<file path="src/rtl/regfile_dump_ctrl_if.sv">
`default_nettype none
// ============================================================================
// Module   : regfile_dump_ctrl_if
// Brief    : Decode read-port, register-file port 1 and byte-TX handshake
//            bundle for the register-file dump controller.
// Revision : 1.0 - initial release
// ============================================================================
interface regfile_dump_ctrl_if #(
   parameter int N_BITS     = 32,
   parameter int N_BITS_REG = 5
);
   logic                  i_dump_req;
   logic [N_BITS_REG-1:0] i_pipe_read_reg;
   logic                  i_pipe_valid;
   logic [N_BITS_REG-1:0] o_read_reg;
   logic                  o_rf_valid;
   logic [N_BITS-1:0]     i_read_data;
   logic                  o_stall;
   logic [7:0]            o_tx_data;
   logic                  o_tx_start;
   logic                  i_tx_done;
   logic                  o_busy;
   logic                  o_done;

   modport slave (
      input  i_dump_req, i_pipe_read_reg, i_pipe_valid, i_read_data, i_tx_done,
      output o_read_reg, o_rf_valid, o_stall, o_tx_data, o_tx_start, o_busy, o_done
   );

   modport master (
      output i_dump_req, i_pipe_read_reg, i_pipe_valid, i_read_data, i_tx_done,
      input  o_read_reg, o_rf_valid, o_stall, o_tx_data, o_tx_start, o_busy, o_done
   );
endinterface
`default_nettype wire

</file>
<file path="src/rtl/regfile_dump_ctrl.sv">
`default_nettype none
// ============================================================================
// Module   : regfile_dump_ctrl
// Brief    : Owns register-file read port 1; on request stalls the pipe and
//            streams every register LSB-byte-first over a byte TX handshake.
// Revision : 1.0 - initial release
// ============================================================================
module regfile_dump_ctrl #(
   parameter int N_BITS     = 32,
   parameter int N_BITS_REG = 5,
   parameter int N_REGS     = 32
) (
   input  wire logic          i_clk,
   input  wire logic          i_reset,
   regfile_dump_ctrl_if.slave bus
);

   localparam int c_n_bytes = N_BITS / 8;
   localparam int c_ridx_w  = $clog2(N_REGS) + 1;
   localparam int c_bidx_w  = $clog2(c_n_bytes) + 1;

   typedef enum logic [2:0] {
      S_IDLE    = 3'd0,
      S_ISSUE   = 3'd1,
      S_WAIT    = 3'd2,
      S_SEND    = 3'd3,
      S_WAIT_TX = 3'd4,
      S_DONE    = 3'd5
   } state_t;

   state_t                r_state;
   logic [c_ridx_w-1:0]   r_reg_idx;
   logic [c_bidx_w-1:0]   r_byte_idx;
   logic [N_BITS-1:0]     r_word;
   logic [7:0]            r_tx_data;
   logic                  r_tx_start;
   logic                  r_stall;
   logic                  r_busy;
   logic                  r_done;

   logic [N_BITS_REG-1:0] w_read_reg;
   logic                  w_rf_valid;
   logic [c_bidx_w-1:0]   w_next_bidx;
   logic [7:0]            w_next_byte;
   logic                  w_last_byte;
   logic                  w_last_reg;

   // Read port belongs to the pipeline only while idle; outside ISSUE the
   // enable stays low so the register file output holds the captured word.
   always_comb begin
      w_read_reg = N_BITS_REG'(r_reg_idx);
      w_rf_valid = 1'b0;
      case (r_state)
         S_IDLE: begin
            w_read_reg = bus.i_pipe_read_reg;
            w_rf_valid = bus.i_pipe_valid;
         end
         S_ISSUE: w_rf_valid = 1'b1;
         default: ;
      endcase
   end

   always_comb begin
      w_next_bidx = r_byte_idx + c_bidx_w'(1);
      w_next_byte = 8'h00;
      for (int b = 0; b < c_n_bytes; b++) begin
         if (w_next_bidx == c_bidx_w'(b)) w_next_byte = r_word[8*b +: 8];
      end
   end

   assign w_last_byte = (r_byte_idx == c_bidx_w'(c_n_bytes - 1));
   assign w_last_reg  = (r_reg_idx == c_ridx_w'(N_REGS - 1));

   always_ff @(posedge i_clk) begin
      if (i_reset) begin
         r_state    <= S_IDLE;
         r_reg_idx  <= '0;
         r_byte_idx <= '0;
         r_word     <= '0;
         r_tx_data  <= 8'h00;
         r_tx_start <= 1'b0;
         r_stall    <= 1'b0;
         r_busy     <= 1'b0;
         r_done     <= 1'b0;
      end else begin
         r_tx_start <= 1'b0;
         r_done     <= 1'b0;
         case (r_state)
            S_IDLE: begin
               if (bus.i_dump_req) begin
                  r_reg_idx  <= '0;
                  r_byte_idx <= '0;
                  r_stall    <= 1'b1;
                  r_busy     <= 1'b1;
                  r_state    <= S_ISSUE;
               end
            end
            S_ISSUE: r_state <= S_WAIT;
            // Byte 0 is taken straight from the read data so the strobe
            // lands in the cycle the word buffer is loaded.
            S_WAIT: begin
               r_word     <= bus.i_read_data;
               r_tx_data  <= bus.i_read_data[7:0];
               r_tx_start <= 1'b1;
               r_state    <= S_SEND;
            end
            S_SEND: r_state <= S_WAIT_TX;
            S_WAIT_TX: begin
               if (bus.i_tx_done) begin
                  if (!w_last_byte) begin
                     r_byte_idx <= w_next_bidx;
                     r_tx_data  <= w_next_byte;
                     r_tx_start <= 1'b1;
                     r_state    <= S_SEND;
                  end else if (!w_last_reg) begin
                     r_byte_idx <= '0;
                     r_reg_idx  <= r_reg_idx + c_ridx_w'(1);
                     r_state    <= S_ISSUE;
                  end else begin
                     r_done  <= 1'b1;
                     r_state <= S_DONE;
                  end
               end
            end
            S_DONE: begin
               r_reg_idx <= '0;
               r_stall   <= 1'b0;
               r_busy    <= 1'b0;
               r_state   <= S_IDLE;
            end
            default: begin
               r_stall <= 1'b0;
               r_busy  <= 1'b0;
               r_state <= S_IDLE;
            end
         endcase
      end
   end

   assign bus.o_read_reg = w_read_reg;
   assign bus.o_rf_valid = w_rf_valid;
   assign bus.o_stall    = r_stall;
   assign bus.o_tx_data  = r_tx_data;
   assign bus.o_tx_start = r_tx_start;
   assign bus.o_busy     = r_busy;
   assign bus.o_done     = r_done;

endmodule
`default_nettype wire

</file>
<file path="src/flat_wrapper.sv">
// flat-port wrapper written by rule: the top's interface ports become plain ports
module regfile_dump_ctrl_flat 
#(
   parameter int N_BITS     = 32,
   parameter int N_BITS_REG = 5,
   parameter int N_REGS     = 32
)
  (i_clk, i_reset, bus_i_dump_req, bus_i_pipe_read_reg, bus_i_pipe_valid, bus_i_read_data, bus_i_tx_done, bus_o_read_reg, bus_o_rf_valid, bus_o_stall, bus_o_tx_data, bus_o_tx_start, bus_o_busy, bus_o_done);
  regfile_dump_ctrl_if #(.N_BITS(N_BITS), .N_BITS_REG(N_BITS_REG)) bus_i ();
  input  wire logic i_clk;
  input  wire logic i_reset;
  input wire logic [$bits(bus_i.i_dump_req)-1:0] bus_i_dump_req;
  input wire logic [$bits(bus_i.i_pipe_read_reg)-1:0] bus_i_pipe_read_reg;
  input wire logic [$bits(bus_i.i_pipe_valid)-1:0] bus_i_pipe_valid;
  input wire logic [$bits(bus_i.i_read_data)-1:0] bus_i_read_data;
  input wire logic [$bits(bus_i.i_tx_done)-1:0] bus_i_tx_done;
  output wire logic [$bits(bus_i.o_read_reg)-1:0] bus_o_read_reg;
  output wire logic [$bits(bus_i.o_rf_valid)-1:0] bus_o_rf_valid;
  output wire logic [$bits(bus_i.o_stall)-1:0] bus_o_stall;
  output wire logic [$bits(bus_i.o_tx_data)-1:0] bus_o_tx_data;
  output wire logic [$bits(bus_i.o_tx_start)-1:0] bus_o_tx_start;
  output wire logic [$bits(bus_i.o_busy)-1:0] bus_o_busy;
  output wire logic [$bits(bus_i.o_done)-1:0] bus_o_done;
  assign bus_i.i_dump_req = bus_i_dump_req;
  assign bus_i.i_pipe_read_reg = bus_i_pipe_read_reg;
  assign bus_i.i_pipe_valid = bus_i_pipe_valid;
  assign bus_i.i_read_data = bus_i_read_data;
  assign bus_i.i_tx_done = bus_i_tx_done;
  assign bus_o_read_reg = bus_i.o_read_reg;
  assign bus_o_rf_valid = bus_i.o_rf_valid;
  assign bus_o_stall = bus_i.o_stall;
  assign bus_o_tx_data = bus_i.o_tx_data;
  assign bus_o_tx_start = bus_i.o_tx_start;
  assign bus_o_busy = bus_i.o_busy;
  assign bus_o_done = bus_i.o_done;
  regfile_dump_ctrl #(.N_BITS(N_BITS), .N_BITS_REG(N_BITS_REG), .N_REGS(N_REGS)) u_core (.i_clk(i_clk), .i_reset(i_reset), .bus(bus_i));
endmodule
</file>
<file path="config.mk">
export PLATFORM = sky130hd
export DESIGN_NAME = regfile_dump_ctrl_flat
export DESIGN_NICKNAME = d
export VERILOG_FILES = /design/src/rtl/regfile_dump_ctrl_if.sv /design/src/rtl/regfile_dump_ctrl.sv /design/src/flat_wrapper.sv
export SDC_FILE = /design/constraint.sdc
export NUM_CORES = 1
export LEC_CHECK = 0
export ABC_AREA = 1
export BUFFER_PORTS_ARGS = -buffer_cell sky130_fd_sc_hd__buf_2
export CORE_MARGIN = 8
export CORE_UTILIZATION = 54
export CTS_CLUSTER_DIAMETER = 60
export DETAILED_ROUTE_END_ITERATION = 6
export PLACE_DENSITY = 0.78
export SYNTH_ARGS = -nofsm -noshare
export SYNTH_HDL_FRONTEND = slang
export SYNTH_SLANG_ARGS = --single-unit
</file>
<file path="constraint.sdc">
create_clock -name i_clk -period 2.4 [get_ports i_clk]
set_clock_uncertainty 0.1 [all_clocks]
set_input_delay 0.36 -clock i_clk [delete_from_list [all_inputs] [get_ports i_clk]]
set_output_delay 0.36 -clock i_clk [all_outputs]
set_load 0.02 [all_outputs]
</file>
; Word level (Yosys, flattened, before mapping)
; Cells that the tools add are included.
[totals]
out_inout_bits = 18
regBits = 55
word_cells = 72
in_bits = 42
[classes]
muxes = 30
n_eq_ne = 16
reduce_logical = 12
add_sub_neg = 2
bitwise_logic = 4
[ops]
columns = operator, n
row1 = 8-bit 2-to-1 mux, 6
row2 = 3-bit 2-to-1 mux, 8
row3 = 6-bit 2-to-1 mux, 4
row4 = 6-bit case mux with 3 select lines, 1
row5 = 8-bit case mux with 2 select lines, 1
row6 = "3-bit by 2-bit equality test with 1-bit output, second input constant", 5
row7 = 3-bit case mux with 5 select lines, 1
row8 = "2-bit inequality test, second input constant", 4
row9 = 4-bit OR reduction, 2
row10 = "6-bit by 1-bit adder with 6-bit output, second input constant", 1
row11 = "3-bit by 1-bit equality test with 1-bit output, second input constant", 2
row12 = "3-bit equality test, second input constant", 2
row13 = "6-bit by 5-bit equality test with 1-bit output, second input constant", 1
row14 = 3-bit logical NOT, 2
row15 = 1-bit case mux with 2 select lines, 3
row16 = 3-bit case mux with 2 select lines, 1
row17 = 5-bit 2-to-1 mux, 1
row18 = 5-bit AND reduction, 1
row19 = 1-bit 2-to-1 mux, 4
row20 = 1-bit NOT, 4
row21 = 2-bit AND reduction, 2
row22 = 4-bit AND reduction, 1
row23 = 2-bit nonzero test, 2
row24 = "3-bit by 1-bit adder with 3-bit output, second input constant", 1
row25 = other kinds (4), 4

; Logic depth before layout (Yosys ltp)
; Gate-level depths: netlist (run 1).
[depth]
ltp_word = 9
ltp_mapped = 10
ltp_nobuf = 10

; Least setup slack after synthesis (run 1)
; OpenSTA, ideal clock, no wires.
[synth_path]
path_type = reg-to-reg
start = register u_core.r_byte_idx[0]
end = register u_core.r_tx_data[0], in the netlist u_core.bus.o_tx_data[0]
path_stages_with_launch = 10
t_arrival_ns = 1.541
setup_ns = 0.119
period_less_slack_ns = 1.760
required_time_ns = 2.181
slack_ns = 0.640
n_path_buf = 1
path_cell_list = dfxtp_1 -> ha_1 -> ha_1 -> nand2_1 -> clkbuf_1 -> o21ai_0 -> nand3_1 -> nand3_1 -> nand2_1 -> a21oi_1
[synth_via]
elab_chain_cells = 9
word_cells_on_any_way = 15
classes_between = add/sub (1) / eq/ne (5) / mux (7) / reduce/logical (2)
[synth_rtl]
columns = element, line
row1 = "start, declared", regfile_dump_ctrl.sv:33  ; logic [c_bidx_w-1:0] r_byte_idx;
row2 = "start signal, assigned", regfile_dump_ctrl.sv:111  ; r_byte_idx <= w_next_bidx;
row3 = 3-bit by 1-bit adder with 3-bit output, regfile_dump_ctrl.sv:64  ; w_next_bidx = r_byte_idx + c_bidx_w'(1);
row4 = 3-bit logical NOT, regfile_dump_ctrl.sv:67  ; if (w_next_bidx == c_bidx_w'(b)) w_next_byte = r_word[8*b +: 8];
row5 = 8-bit 2-to-1 mux (4 in a row), regfile_dump_ctrl.sv:67
row6 = 8-bit 2-to-1 mux, regfile_dump_ctrl.sv:110  ; if (!w_last_byte) begin
row7 = 8-bit 2-to-1 mux, regfile_dump_ctrl.sv:109  ; if (bus.i_tx_done) begin
row8 = 8-bit case mux with 2 select lines, regfile_dump_ctrl.sv:88  ; case (r_state)
row9 = "end signal, assigned", regfile_dump_ctrl.sv:103  ; r_tx_data <= bus.i_read_data[7:0];
row10 = "end signal, assigned", regfile_dump_ctrl.sv:112  ; r_tx_data <= w_next_byte;
row11 = "end, declared", regfile_dump_ctrl.sv:35  ; logic [7:0] r_tx_data;
; Several ways; a longest one is shown, not always the timed one. The select of a mux whose other input is x is not followed.
; A chain may end at the register's enable or synchronous reset.

; Worst setup path in the final report (run 1)
[layout_path]
start = register u_core.r_state[2]
end = output port bus_o_read_reg[2]
[layout_via]
elab_chain_cells = 2
[layout_rtl]
columns = element, line
row1 = "start, declared", regfile_dump_ctrl.sv:31  ; state_t r_state;
row2 = "start signal, assigned", regfile_dump_ctrl.sv:76  ; r_state <= S_IDLE;
row3 = "start signal, assigned", regfile_dump_ctrl.sv:95  ; r_state <= S_ISSUE;
row4 = "start signal, assigned", regfile_dump_ctrl.sv:98  ; S_ISSUE: r_state <= S_WAIT;
row5 = 3-bit logical NOT, regfile_dump_ctrl.sv:53  ; case (r_state)
row6 = 5-bit 2-to-1 mux, regfile_dump_ctrl.sv:53
row7 = "end, declared", flat_wrapper.sv:17  ; output wire logic [$bits(bus_i.o_read_reg)-1:0] bus_o_read_reg;
; Every way passes these cells.

==> results of run 1 <==
## metrics by stage
step                utilization  cell area [um^2]  worst slack, ns  total power [mW]
finish                    0.640              3230            0.137              2.50
global placement          0.613              3090            0.510              1.76
global route              0.640              3230           0.0473              2.63
detailed placement        0.613              3090            0.427              1.78
CTS                       0.640              3230            0.133              2.50
floorplan                     -              2780            0.640              1.60
## cell usage after synthesis (4+ instances only)
cell      instances
inv_2             4
a21oi_1          29
nor2_1           92
o21ai_0          47
ha_1              8
nand2_2           5
nand2_1          57
clkbuf_1         10
nand3_1          25
inv_1            42
dfxtp_1          55
## worst reg2reg max path, delay by kind of cell (launching register included)
family | cells | cell delay [ns]
and+or+nand+nor | 5 | 0.64
adders and majority gates | 2 | 0.57
DFF | 1 | 0.35
buffers and inverters | 1 | 0.17
AOI/OAI and AO/OA | 1 | 0.14
## worst max-delay path by stage
stage                                         end  slack (ns)
final                           bus_o_read_reg[2]        0.14
after global placement          bus_o_read_reg[2]        0.51
after detailed placement         u_core.r_word[6]        0.43
after global routing            bus_o_read_reg[2]        0.05
after floorplan           u_core.bus.o_tx_data[0]        0.64
after CTS                       bus_o_read_reg[2]        0.13
## registers in the layout, summed over array words and instances, names as in the netlist
signal / cells
u_core.bus.o_done: 1
u_core.bus.o_stall: 1
u_core.bus.o_tx_data: 8
u_core.bus.o_tx_start: 1
u_core.r_byte_idx: 3
u_core.r_reg_idx: 6
u_core.r_state: 3
u_core.r_word: 32
## cell type report
type | count | share of cell area
Clock inverter | 3 | 0.0209
Timing Repair Buffer | 62 | 0.0984
Sequential cell | 55 | 0.341
Clock buffer | 5 | 0.0213
Multi-Input combinational cell | 287 | 0.436
Inverter | 47 | 0.0554
Tap cell | 70 | 0.0271
## logic make-up after synthesis
logic type / synth area share
adders and majority gates: 0.0360
AOI/OAI and AO/OA: 0.161
and+or+nand+nor: 0.301
muxes: 0.00810
buffers and inverters: 0.0977
DFF: 0.396
## where the power goes
group / leakage (nW) / switching, mW / internal, mW
Combinational: 0.997 / 0.442 / 0.245
Sequential: 0.449 / 0.0686 / 1.01
Clock: 0.0644 / 0.313 / 0.416
## per-layer routing
metal | up-vias | track usage | share of wire
li1 | 1397 | - | -
met1 | 1222 | 0.227 | 0.47
met2 | 86 | 0.308 | 0.45
met3 | 7 | 0.0516 | 0.068
met4 | 0 | 0.0516 | 0.012
met5 | - | 0 | 0
==> impl_metrics.toml, run 1 <==
[critical_path]
timing.critical_path.cells = "nor2_2 -> nand2_1 -> mux2_2 -> buf_2"
required_ns = 1.94
critPathMaxFanout = 9
slowest_stage = "dfxtp_1"
end_kind = "output pin"
critPathBufInv = 1
cp.depth = 4
critPathLaunchType = "flop"
critical_path.startpoint = "u_core.r_state[2]"
cp.arrival_ns = 1.80
cpPeakStageDelay_ns = 0.59
r2r_end = "u_core.bus.o_tx_data[4]"
r2r_slack_ns = 0.36
critPathKind = "reg -> out"
r2r_cells = 9
crit_family = "flip-flops"
reg2reg_from = "u_core.r_byte_idx[0]"

[floorplan]
die_area_um2 = 7700
io_pins = 60
die_y_um = 87.7
initial_core_util = 0.551
die_w_um = 87.7
coreArea_um2 = 5040
num_rows = 26

[cells_and_area]
diodes = 0
layout_commonest_cell = "nor2_1"
instances_no_fill = 529
seqCellArea_um2 = 1100
drive_gt1_frac = 0.198
final_cell_mix = "92 x nor2_1, 59 x buf_2, 57 x nand2_1"
area_growth_pct = 16.2
num-fill-cells = 487
multi_input_area_um2 = 1410
nNetsFinal = 508

[detailed_routing]
drt-total-wl_um = 6920
drtIter0Drc = 168
via_per_inst = 5.13
num_vias = 2712
drt-pass1-iter-count = 6
ant_nets = 0
drc = 0
wire_per_inst_um = 13.1

[global_route]
grt_pass1_wl_um = 11400
grt_pass1_vias = 2583
antenna_found_initial = 0
grtUsageTotal = 0.186
grt_overflow_total = 0
grt_max_degree = 29

[hold_path]
min_path_cells = 3
hold-path-endpoint = "u_core.r_word[29]"
min_from = "bus_i_read_data[29]"
hold_class = "in -> reg"

[synthesis]
ys.flop_type = "dfxtp_1"
synth_edf_count = 0
yosysTopAreaCell = "dfxtp_1"
ys_warn_count = 0
synthTopCellsByArea = "dfxtp_1 40%, nor2_1 12%, o21ai_0 8.5%"
ys_ff_latch = 55
synth_nets = 456
synth_top_area_share = 0.396
syn_inst = 406
synth.distinct_cells = 30
synth.cell_area_um2 = 2780
async_flop_share = 0
avgSynthCellArea_um2 = 6.84
seq_area_frac_synth = 0.396

[power_and_ir_drop]
power_density_nw_per_um2 = 773
ir_worst_vdd_uv = 523
power_leakage_nw = 1.51

[sta]
hold_slack_ns = 0.192
rsz0062_at_grt = "no"
finalSetupTns_ns = 0
worst_slew_pin_slew_ns = 0.654
finalCritPeriodShare = 0.943
hold_violations = 0
fmax_mhz = 442
setup_viol = 0
slew_viol_final = 0
fin_crit_ns = 2.26
relSlewSlack = 0.563

[cts]
post_cts_resized = 0
post_cts_buffers = 0
clkLatencyLatePin_ns = 0.31
cts_root_buffer = "clkbuf_8"
numCtsBuffers = 5
cts.sinks = 55
hold_buffers = 0
clock_path_buffers = 2
cts.htree.levels = 2
clk_pin_slew_ns = 0.10
cts_tree = "yes"

[placed_design]
io_buffers = 59
place_congestion = 0.803
dpl.cell_count = 521
dp_hpwl_um = 5060

[status]
status = "finished clean"

[run]
maxCapViolCount = 0
(Power assumes the default switching activity.)
==> run 2, diff against run 1 <==
CORE_UTILIZATION = 49   (was 54)
PLACE_DENSITY = 0.75   (was 0.78)
SKIP_LAST_GASP = 1   (was unset)
clock period = 2.05 ns   (was 2.4 ns; I/O delays follow)
==> impl_metrics.toml, run 2 (synthesis results as in run 1) <==
[status]
status = "finished clean"

[sta]
rsz0062_at_grt = "yes"
finalCritPeriodShare = 0.964
finalSetupTns_ns = 0
worst_slew_pin_slew_ns = 0.352
fin_ws_ns = 0.0741
fmax_mhz = 506
slew_viol_final = 0
hold_violations = 0
setup_viol = 0
relSlewSlack = 0.765
fin_crit_ns = 1.98

[detailed_routing]
ant_nets = 0
wire_per_inst_um = 13.2
drt-pass1-iter-count = 6
via_per_inst = 5.13
num_vias = 2741
drtIter0Drc = 220
drt-total-wl_um = 7070
drc = 0

[global_route]
grt_overflow_total = 0
grt_pass1_wl_um = 12300
grt_pass1_vias = 2626
grtUsageTotal = 0.174
grt_max_degree = 35
antenna_found_initial = 0

[placed_design]
dp_hpwl_um = 5380
dp_slack_ns = 0.0772
place_congestion = 0.869
io_buffers = 59
dpl.cell_count = 527

[critical_path]
required_ns = 1.64
crit_family = "flip-flops"
cpPeakStageDelay_ns = 0.49
end_kind = "output pin"
r2r_cells = 9
slowest_stage = "dfxtp_1"
critPathBufInv = 2
cp.depth = 4
critPathKind = "reg -> out"
critPathMaxFanout = 9
critPathLaunchType = "flop"
cp.arrival_ns = 1.57
timing.critical_path.cells = "inv_2 -> nand2_2 -> mux2_2 -> buf_2"

[cells_and_area]
instances_no_fill = 534
largest_reg_flops = 32
diodes = 0
drive_gt1_frac = 0.214
largest-register = "u_core.r_word"
final_cell_mix = "92 x nor2_1, 59 x buf_2, 54 x nand2_1, 54 x dfxtp_1, 47 x o21ai_0"
area_growth_pct = 16.6
nNetsFinal = 512
postLayoutCoreUtil = 0.588
layout_commonest_cell = "nor2_1"

[floorplan]
die_y_um = 91.3
initial_core_util = 0.505
coreArea_um2 = 5510
io_pins = 60
die_area_um2 = 8340
num_rows = 27
die_w_um = 91.3

[cts]
post_cts_buffers = 0
cts.htree.levels = 2
clkLatencyLatePin_ns = 0.31
hold_buffers = 0
clock_path_buffers = 2
cts.sinks = 55
cts_root_buffer = "clkbuf_8"
numCtsBuffers = 5
clk_pin_slew_ns = 0.10
cts_tree = "yes"

[hold_path]
min_path_cells = 3
hold_class = "in -> reg"

[power_and_ir_drop]
ir_worst_vdd_uv = 620
power_leakage_nw = 1.51
power_density_nw_per_um2 = 867

[run]
maxCapViolCount = 0
run 2: repair_timing:
| item | CTS | global route |
|---|---|---|
| endpoints found under the hold margin | 0 | 0 |
| setup endpoints to repair | 2 | 9 |
| resized for setup | 1 | 4 |
| cloned | 0 | 0 |
run 2: worst paths after layout:
| path | start | to | slack (ns) |
|---|---|---|---|
| setup / recovery | u_core.r_state[1] | bus_o_read_reg[1] | 0.07 |
| hold / removal | bus_i_read_data[27] | u_core.r_word[27] | 0.14 |
| setup reg to reg | u_core.r_byte_idx[0] | u_core.bus.o_tx_data[0] | 0.16 |
| hold reg to reg | u_core.r_word[11] | u_core.r_word[11] | 0.36 |
run 2: per-stage QoR:
| stage | area [um^2] | hold slack [ns] | total power, mW |
|---|---|---|---|
| after global routing | 3240 | 0.150 | 3.00 |
| final | 3240 | 0.141 | 2.81 |
| after detailed placement | 3120 | 0.348 | 2.10 |
| after CTS | 3230 | 0.139 | 2.81 |
| after global placement | 3120 | 0.363 | 2.07 |
| after floorplan | 2780 | 0.277 | 1.87 |
run 2: tightest hold or removal path, cell delays in order:
cell and delay (ns):
buf_2 0.07, o21ai_0 0.07, nor2_1 0.07
run 2: power breakdown:
part           internal, mW  total (mW)  leakage [nW]  switching (mW)
registers              1.18        1.26         0.449          0.0746
logic                 0.301       0.839          1.01           0.538
clock network         0.358       0.711        0.0502           0.353
total                  1.84        2.81          1.51           0.966
run 2: routing by layer:
layer	track usage	vias up	part of all wire
li1	-	1408	-
met2	0.274	89	0.45
met3	0.0444	12	0.059
met5	0	-	0
met4	0.0559	0	0.018
met1	0.227	1232	0.48
run 2: layout make-up:
cell class                 instances  area (um^2)
clock buffer                       5         68.8
clock inverter                     2         37.5
fill                             530         2270
inverter                          47          179
multi-input combinational        287         1410
sequential                        55         1100
tap                               72         90.1
timing repair buffer              66          348
==> run 3, diff against run 2 <==
CORE_UTILIZATION = 54   (was 49)
PLACE_DENSITY = 0.78   (was 0.75)
clock period = 2.23 ns   (was 2.05 ns; I/O delays follow)
==> impl_metrics.toml, run 3 (synthesis results as in run 1) <==
[status]
status = "finished clean"

[detailed_routing]
drc = 0
via_per_inst = 5.12
drt-total-wl_um = 7060
drt-pass1-iter-count = 4
ant_nets = 0
wire_per_inst_um = 13.3
drtIter0Drc = 195
num_vias = 2711

[cts]
cts_tree = "yes"
clock_path_buffers = 2
post_cts_buffers = 0
cts.sinks = 55
cts_root_buffer = "clkbuf_8"
clkLatencyLatePin_ns = 0.31
clk_pin_slew_ns = 0.10
hold_buffers = 0
numCtsBuffers = 5
cts.htree.levels = 2

[global_route]
use_met1 = 0.237
use_met2 = 0.306
grt_overflow_total = 0
grtUsageTotal = 0.190
use_met3 = 0.0488
grt_max_degree = 28
grt_pass1_vias = 2617
grt_pass1_wl_um = 11700
grt-busiest-layer = "met2"
antenna_found_initial = 0

[critical_path]
required_ns = 1.80
slowest_stage = "dfxtp_1"
cpPeakStageDelay_ns = 0.50
critPathKind = "reg -> out"
critPathMaxFanout = 9
cp.arrival_ns = 1.70
timing.critical_path.cells = "inv_2 -> nand2_1 -> mux2_2 -> buf_2"
critPathLaunchType = "flop"
end_kind = "output pin"

[placed_design]
place_congestion = 0.841
dp_hpwl_um = 5240
dpl-instance-area_um2 = 3110
io_buffers = 59

[power_and_ir_drop]
power_leakage_nw = 1.50
power_density_nw_per_um2 = 767
ir_worst_vdd_uv = 440

[cells_and_area]
nNetsFinal = 510
largest-register = "u_core.r_word"
layout_commonest_cell = "nor2_1"
final_cell_mix = "92 x nor2_1, 59 x buf_2, 57 x nand2_1"
area_growth_pct = 14.8
largest_reg_flops = 32
diodes = 0
drive_gt1_frac = 0.202
fin_area_um2 = 3190

[run]
maxCapViolCount = 0

[floorplan]
die_w_um = 87.7
die_area_um2 = 7700
num_rows = 26
io_pins = 60
initial_core_util = 0.551
die_y_um = 87.7
coreArea_um2 = 5040

[sta]
rsz0062_at_grt = "no"
setup_viol = 0
slew_viol_final = 0
finalCritPeriodShare = 0.956
fmax_mhz = 469
worst_slew_pin_slew_ns = 0.439
relSlewSlack = 0.707
finalSetupTns_ns = 0
fin_crit_ns = 2.13
hold_violations = 0

[hold_path]
hold_class = "in -> reg"
-- run 3: through the flow --
step | total power, mW | hold slack [ns] | worst slack, ns | instances | utilization
5_1_grt | 2.62 | 0.175 | 0.0323 | 530 | 0.633
6_report | 2.45 | 0.167 | 0.0971 | 530 | 0.633
3_5_place_dp | 1.92 | 0.344 | 0.304 | 523 | 0.616
4_1_cts | 2.46 | 0.161 | 0.107 | 530 | 0.633
2_1_floorplan | 1.72 | 0.304 | 0.470 | 406 | -
3_3_place_gp | 1.90 | 0.342 | 0.340 | 523 | 0.616
-- run 3: critical path, delay by kind of cell (launching register included) --
family	cells	cell delay, ns
and+or+nand+nor	1	0.27
DFF	1	0.50
muxes	1	0.37
buffers and inverters	2	0.25
-- run 3: final timing paths --
path | from | endpoint | slack, ns | cells after the start
worst max-delay path | u_core.r_state[1] | bus_o_read_reg[1] | 0.1 | 4
worst min-delay path | bus_i_read_data[24] | u_core.r_word[24] | 0.17 | 3
worst max register to register | u_core.r_byte_idx[0] | u_core.bus.o_tx_data[4] | 0.27 | 9
worst min register to register | u_core.r_word[2] | u_core.r_word[2] | 0.36 | 2
-- run 3: cell type report --
class / count / area, um^2
Sequential cell: 55 / 1100
Timing Repair Buffer: 64 / 333
Tap cell: 70 / 87.6
Fill cell: 477 / 1850
Clock inverter: 2 / 13.8
Inverter: 47 / 179
Multi-Input combinational cell: 287 / 1410
Clock buffer: 5 / 68.8
-- run 3: report_power, final --
| part | total [mW] | internal (mW) | switching [mW] |
|---|---|---|---|
| Combinational | 0.749 | 0.269 | 0.480 |
| Sequential | 1.16 | 1.09 | 0.0720 |
| Clock | 0.539 | 0.216 | 0.324 |
-- run 3: layer usage --
layer	share of wire	wire (um)
met5	0	0
met3	0.082	581
met2	0.46	3210
met1	0.45	3150
met4	0.016	111
-- run 3: what timing repair did --
action                                  in CTS  in global routing
endpoints found under the hold margin        0                  0
endpoints found under the setup margin       2                  0
gates resized for setup                      1                  0
